[config.mk]
export PLATFORM = sky130hd
export DESIGN_NAME = add_three_sgn_arb_flat
export DESIGN_NICKNAME = d
export VERILOG_FILES = /design/src/rtl/add_three_sgn_arb_if.sv /design/src/rtl/add_three_sgn_arb.sv /design/src/flat_wrapper.sv
export SDC_FILE = /design/constraint.sdc
export NUM_CORES = 1
export LEC_CHECK = 0
export BUFFER_PORTS_ARGS = -buffer_cell sky130_fd_sc_hd__buf_2
export CORE_MARGIN = 4
export CORE_UTILIZATION = 45
export DETAILED_ROUTE_END_ITERATION = 10
export GPL_TIMING_DRIVEN = 0
export PLACE_DENSITY = 0.8
export SYNTH_ARGS = -nofsm -noshare
export SYNTH_HDL_FRONTEND = slang
export SYNTH_SLANG_ARGS = --single-unit
[constraint.sdc]
create_clock -name clk -period 6.5 [get_ports clk]
set_input_delay 1.3 -clock clk [delete_from_list [all_inputs] [get_ports clk]]
set_output_delay 1.3 -clock clk [all_outputs]
set_load 0.05 [all_outputs]
[src/rtl/add_three_sgn_arb_if.sv]
// ============================================================================
// add_three_sgn_arb_if : requester operand ports and result response port
// Rev 1.0
// ============================================================================
`default_nettype none

interface add_three_sgn_arb_if #(
  parameter int BW   = 8,
  parameter int NREQ = 4,
  parameter int IDW  = $clog2(NREQ)
);
  logic [NREQ-1:0]    req_valid;
  logic [NREQ-1:0]    req_ready;
  logic [NREQ*BW-1:0] req_a;
  logic [NREQ*BW-1:0] req_b;
  logic [NREQ*BW-1:0] req_c;
  logic               rsp_valid;
  logic               rsp_ready;
  logic [BW:0]        rsp_sum;
  logic [IDW-1:0]     rsp_id;
  logic               rsp_ovf;

  modport master (
    output req_valid, req_a, req_b, req_c, rsp_ready,
    input  req_ready, rsp_valid, rsp_sum, rsp_id, rsp_ovf
  );

  modport slave (
    input  req_valid, req_a, req_b, req_c, rsp_ready,
    output req_ready, rsp_valid, rsp_sum, rsp_id, rsp_ovf
  );
endinterface

`default_nettype wire

[src/rtl/add_three_sgn_arb.sv]
// ============================================================================
// add_three_sgn_arb : round-robin shared registered three-operand signed adder
// Rev 1.0
// ============================================================================
`default_nettype none

module add_three_sgn_arb #(
  parameter int BW   = 8,
  parameter int NREQ = 4,
  parameter int IDW  = $clog2(NREQ)
) (
  input  logic                clk,
  input  logic                rst,
  add_three_sgn_arb_if.slave  bus
);

  localparam logic [0:0] S_EMPTY = 1'b0;
  localparam logic [0:0] S_FULL  = 1'b1;

  logic [0:0]     r_state;
  logic [IDW-1:0] r_ptr;
  logic [BW:0]    r_sum;
  logic [IDW-1:0] r_id;
  logic           r_ovf;

  logic [NREQ-1:0] w_hi_mask;
  logic [NREQ-1:0] w_masked;
  logic [NREQ-1:0] w_gnt;
  logic [IDW-1:0]  w_gnt_id;
  logic            w_any;
  logic            w_can_accept;
  logic            w_xfer;
  logic [BW-1:0]   w_a;
  logic [BW-1:0]   w_b;
  logic [BW-1:0]   w_c;
  logic [BW+1:0]   w_sum_x;
  logic [IDW-1:0]  w_ptr_nxt;

  // Requesters at or above the pointer win first; otherwise wrap to the lowest.
  always_comb begin
    w_hi_mask = '0;
    for (int i = 0; i < NREQ; i++) begin
      w_hi_mask[i] = (IDW'(i) >= r_ptr);
    end
  end

  assign w_masked = bus.req_valid & w_hi_mask;

  always_comb begin
    w_gnt_id = '0;
    w_any    = 1'b0;
    for (int i = NREQ - 1; i >= 0; i--) begin
      if (bus.req_valid[i]) begin
        w_gnt_id = IDW'(i);
        w_any    = 1'b1;
      end
    end
    for (int i = NREQ - 1; i >= 0; i--) begin
      if (w_masked[i]) begin
        w_gnt_id = IDW'(i);
      end
    end
  end

  assign w_gnt = w_any ? (NREQ'(1) << w_gnt_id) : '0;

  always_comb begin
    w_a = '0;
    w_b = '0;
    w_c = '0;
    for (int i = 0; i < NREQ; i++) begin
      if (w_gnt[i]) begin
        w_a = bus.req_a[i*BW +: BW];
        w_b = bus.req_b[i*BW +: BW];
        w_c = bus.req_c[i*BW +: BW];
      end
    end
  end

  // Reset gates acceptance so no requester sees ready while rst is high.
  assign w_can_accept  = ~rst & ((r_state == S_EMPTY) | bus.rsp_ready);
  assign bus.req_ready = w_gnt & {NREQ{w_can_accept}};
  assign w_xfer        = |bus.req_ready;

  // Two guard bits hold the exact sum; overflow when the top two disagree.
  assign w_sum_x = {{2{w_a[BW-1]}}, w_a}
                 + {{2{w_b[BW-1]}}, w_b}
                 + {{2{w_c[BW-1]}}, w_c};

  assign w_ptr_nxt = (w_gnt_id == IDW'(NREQ - 1)) ? '0 : w_gnt_id + 1'b1;

  always_ff @(posedge clk or posedge rst) begin
    if (rst) begin
      r_state <= S_EMPTY;
      r_ptr   <= '0;
      r_sum   <= '0;
      r_id    <= '0;
      r_ovf   <= 1'b0;
    end else if (w_xfer) begin
      r_state <= S_FULL;
      r_ptr   <= w_ptr_nxt;
      r_sum   <= w_sum_x[BW:0];
      r_id    <= w_gnt_id;
      r_ovf   <= w_sum_x[BW+1] ^ w_sum_x[BW];
    end else if ((r_state == S_FULL) && bus.rsp_ready) begin
      r_state <= S_EMPTY;
    end
  end

  assign bus.rsp_valid = (r_state == S_FULL);
  assign bus.rsp_sum   = r_sum;
  assign bus.rsp_id    = r_id;
  assign bus.rsp_ovf   = r_ovf;

endmodule

`default_nettype wire

[src/flat_wrapper.sv]
// flat-port wrapper written by rule: the top's interface ports become plain ports
module add_three_sgn_arb_flat 
#(
  parameter int BW   = 8,
  parameter int NREQ = 4,
  parameter int IDW  = $clog2(NREQ)
)
  (clk, rst, bus_req_valid, bus_req_a, bus_req_b, bus_req_c, bus_rsp_ready, bus_req_ready, bus_rsp_valid, bus_rsp_sum, bus_rsp_id, bus_rsp_ovf);
  add_three_sgn_arb_if #(.BW(BW), .NREQ(NREQ), .IDW(IDW)) bus_i ();
  input  logic clk;
  input  logic rst;
  input wire logic [$bits(bus_i.req_valid)-1:0] bus_req_valid;
  input wire logic [$bits(bus_i.req_a)-1:0] bus_req_a;
  input wire logic [$bits(bus_i.req_b)-1:0] bus_req_b;
  input wire logic [$bits(bus_i.req_c)-1:0] bus_req_c;
  input wire logic [$bits(bus_i.rsp_ready)-1:0] bus_rsp_ready;
  output wire logic [$bits(bus_i.req_ready)-1:0] bus_req_ready;
  output wire logic [$bits(bus_i.rsp_valid)-1:0] bus_rsp_valid;
  output wire logic [$bits(bus_i.rsp_sum)-1:0] bus_rsp_sum;
  output wire logic [$bits(bus_i.rsp_id)-1:0] bus_rsp_id;
  output wire logic [$bits(bus_i.rsp_ovf)-1:0] bus_rsp_ovf;
  assign bus_i.req_valid = bus_req_valid;
  assign bus_i.req_a = bus_req_a;
  assign bus_i.req_b = bus_req_b;
  assign bus_i.req_c = bus_req_c;
  assign bus_i.rsp_ready = bus_rsp_ready;
  assign bus_req_ready = bus_i.req_ready;
  assign bus_rsp_valid = bus_i.rsp_valid;
  assign bus_rsp_sum = bus_i.rsp_sum;
  assign bus_rsp_id = bus_i.rsp_id;
  assign bus_rsp_ovf = bus_i.rsp_ovf;
  add_three_sgn_arb #(.BW(BW), .NREQ(NREQ), .IDW(IDW)) u_core (.clk(clk), .rst(rst), .bus(bus_i));
endmodule
==> impl_metrics.ini <==
[placement]
port_buffers = 119
preCtsSetupSlack_ns = 0.207
place_congestion = 0.827
place_hpwl_um = 6030

[routing]
drc = 0
drt-total-wl_um = 6890
first_pass_iters = 4
vias_per_cell = 5.33
drtAntennaViolNets = 0
drt_iter0_markers = 100
vias = 2703
wire_per_inst_um = 13.6

[critical_path]
worstPathMaxFanout = 10
r2r_end = u_core.bus.rsp_sum[8]$_DFFE_PP0P_
crit_chain = buf_2 -> inv_1 -> nor2_1 -> nor2_1 -> o22ai_1 -> ha_1 -> clkbuf_1 -> and3b_1 -> a21oi_1 -> o21ai_0 -> mux2i_1 -> nor2_1 -> fa_1 -> a21o_1 -> a21oi_1 -> o21bai_1 -> a211oi_1 -> nor2_1 -> ha_1 -> a21oi_1 -> inv_1 -> o41ai_2 -> xor2_1 -> o21ai_0
crit_path_start_kind = input pin
path_buf_inv = 4
crit_end = u_core.bus.rsp_sum[8]$_DFFE_PP0P_
cp-startpoint = bus_req_valid[0]
arrival_ns = 6.12
crit_slowest_cell = fa_1
r2r_start = u_core.r_ptr[1]$_DFFE_PP0P_
critPathKind = input pin to flop
reg2reg_slack_ns = 1.31
crit_path_max_incr_delay_ns = 0.47
crit_family = compound AO/OA/AOI/OAI gates
path_depth = 24
rr_worst_depth = 23
cpMostUsedCell = nor2_1
required_ns = 6.64
worstSetupEndpointType = flop

[timing]
final.setup.tns_ns = 0
fin_skew_ns = 0.00290
worst_pin_slew_ns = 0.634
timing.final.crit_share_pct = 92.0
hold_viol_final = 0
timing.fmax_ghz = 0.167
rsz0062_at_grt = false
fin_ws_ns = 0.519
fin_crit_ns = 5.98
finalSetupViolCount = 0
max_slew_margin_pct = 57.7
slew_violations = 0

[global_route]
grt.total_usage_pct = 21.9
gr-total-overflow = 0
grt_antenna_before_repair = 0
first_global_vias = 2732
grt_max_degree = 16
grt_pass1_wl_um = 11300

[cells_and_area]
layout-drive-gt1-share_pct = 30.2
fin_util_pct = 62.7
finalNetCount = 567
areaGrowthSynthToFinish_pct = 32.0
diodes = 0

[synthesis]
synth_cell_types = 39
synth_warnings = 0
synth_area_per_cell_um2 = 7.22
synthesis.area_mm2 = 0.00229
async_reset_ff_share_pct = 100
synth.yosys.seq_area_share_pct = 16.4
synthTopCellsByArea = dfrtp_1 16%, ha_1 11%, a21oi_1 8.1%, mux2i_1 7.0%, nand2_1 6.4%
synth_top_area_share_pct = 16.4
synth-edff-count = 0
ys.flop_type = dfrtp_1
synth_top_cell_by_area = dfrtp_1
ys_ff_latch = 15
syn_nets = 443
synthCells = 317

[power_and_ir_drop]
power.leakage_nw = 1.57
total_power_w = 0.00187
ir_drop_mv = 0.283
power_density_mw_per_mm2 = 618

[floorplanning]
core_area_mm2 = 0.00482
io_pins = 120
initial_core_util_pct = 47.5
std_cell_rows = 25
die_x_um = 79.3
dieArea_mm2 = 0.00629
dieHeight_um = 79.3

[clocking]
cts_made_buffers = 3
clkSinkCount = 15
root_buffer = clkbuf_8
clk_latency_ns = 0.25
cts_tree = yes
htreeDepth = 1
postCtsHoldBufs = 0
cts_buffer_depth = 2
clk_pin_slew_ns = 0.06

[worst_hold_path]
hold_depth = 2
hold_path_class = flop to flop

[status]
outcome = complete, no violations

[flow_run]
drv_cap = 0
registers in the layout, summed over array words and instances, names as in the netlist:
register,count
u_core.bus.rsp_id,2
u_core.bus.rsp_ovf,1
u_core.bus.rsp_sum,9
u_core.bus.rsp_valid,1
u_core.r_ptr,2
cells in the mapped netlist (all sizes together) (3+ instances only):
cell type,number
nor2b,12
a211oi,3
clkbuf,13
a21oi,37
nand2,40
a221oi,8
dfrtp,15
and2,5
o21a,5
nor3,11
o22ai,3
nor4,3
nor2,32
ha,21
buf,6
o21ai,27
inv,13
and3b,16
xor2,4
a21o,4
xnor2,5
mux2i,16
per-stage QoR:
| step | instance area, um^2 | hold WS [ns] | cells |
|---|---|---|---|
| floorplan | 2290 | 0.505 | 317 |
| global placement | 2970 | 0.456 | 503 |
| detailed placement | 2970 | 0.465 | 503 |
| CTS | 3020 | 0.480 | 507 |
| global route | 3020 | 0.493 | 507 |
| finish | 3020 | 0.476 | 507 |
how the worst min path moves through the flow:
stage	from	endpoint	slack, ns
after floorplan	u_core.r_ptr[0]$_DFFE_PP0P_	u_core.r_ptr[0]$_DFFE_PP0P_	0.51
after global placement	u_core.bus.rsp_sum[4]$_DFFE_PP0P_	u_core.bus.rsp_sum[4]$_DFFE_PP0P_	0.46
after detailed placement	u_core.bus.rsp_sum[8]$_DFFE_PP0P_	u_core.bus.rsp_sum[8]$_DFFE_PP0P_	0.47
after CTS	u_core.bus.rsp_sum[8]$_DFFE_PP0P_	u_core.bus.rsp_sum[8]$_DFFE_PP0P_	0.48
after global routing	u_core.bus.rsp_sum[8]$_DFFE_PP0P_	u_core.bus.rsp_sum[8]$_DFFE_PP0P_	0.49
final	u_core.bus.rsp_sum[8]$_DFFE_PP0P_	u_core.bus.rsp_sum[8]$_DFFE_PP0P_	0.48
worst register-to-register path, delay by kind of cell, from the launching register on:
family,cells,cell delay [ns]
fa+ha+maj,3,1.18
mux,1,0.16
flops,1,0.41
simple gates,5,0.55
buf+inv,2,0.52
compound gates,11,2.05
xor+xnor,1,0.20
timing repair:
action	4_1_cts	5_1_grt
buffers inserted	0	0
gates resized for setup	0	1
hold endpoints to repair	0	0
setup endpoints to repair	0	2
cell families after synthesis:
group | count (synthesis) | synth area share, %
simple gates | 126 | 29.1
compound gates | 95 | 24.9
buf+inv | 32 | 5.46
fa+ha+maj | 23 | 13.2
mux | 17 | 7.49
flops | 15 | 16.4
xor+xnor | 9 | 3.44
power by group:
part,internal [W],total (W),switching (W)
Combinational,0.000651,0.00162,0.000972
Clock,0.0000426,0.0000764,0.0000339
Sequential,0.000142,0.000167,0.0000246
cell type report:
cell class              instances  area, um^2
clock inverters                 1        5.00
well taps                      67        83.8
inverters                      13        48.8
clock buffers                   3        41.3
plain buffers                  19        76.3
flip-flops and latches         15         375
repair buffers                119         596
fillers                       469        1800
multi-input cells             270        1800
placed cells by master (no fill, tap or decap), types with 15 or more instances in the layout:
cell type / Yosys / routed
dfrtp_1: 15 / 15
and3b_1: 16 / 16
o21ai_0: 27 / 27
a21oi_1: 37 / 37
nand2_1: 39 / 39
nor2_1: 32 / 32
buf_2: 4 / 123
mux2i_1: 16 / 16
ha_1: 21 / 21
metal layers:
layer	global-route usage (%)	up-vias	share of wire, %
li1	-	1377	-
met1	25.8	1194	41
met2	39.5	116	48
met3	3.51	16	8.6
met4	8.25	0	2.3
met5	0	-	0
No activity file was read; power rests on OpenSTA's default activity.
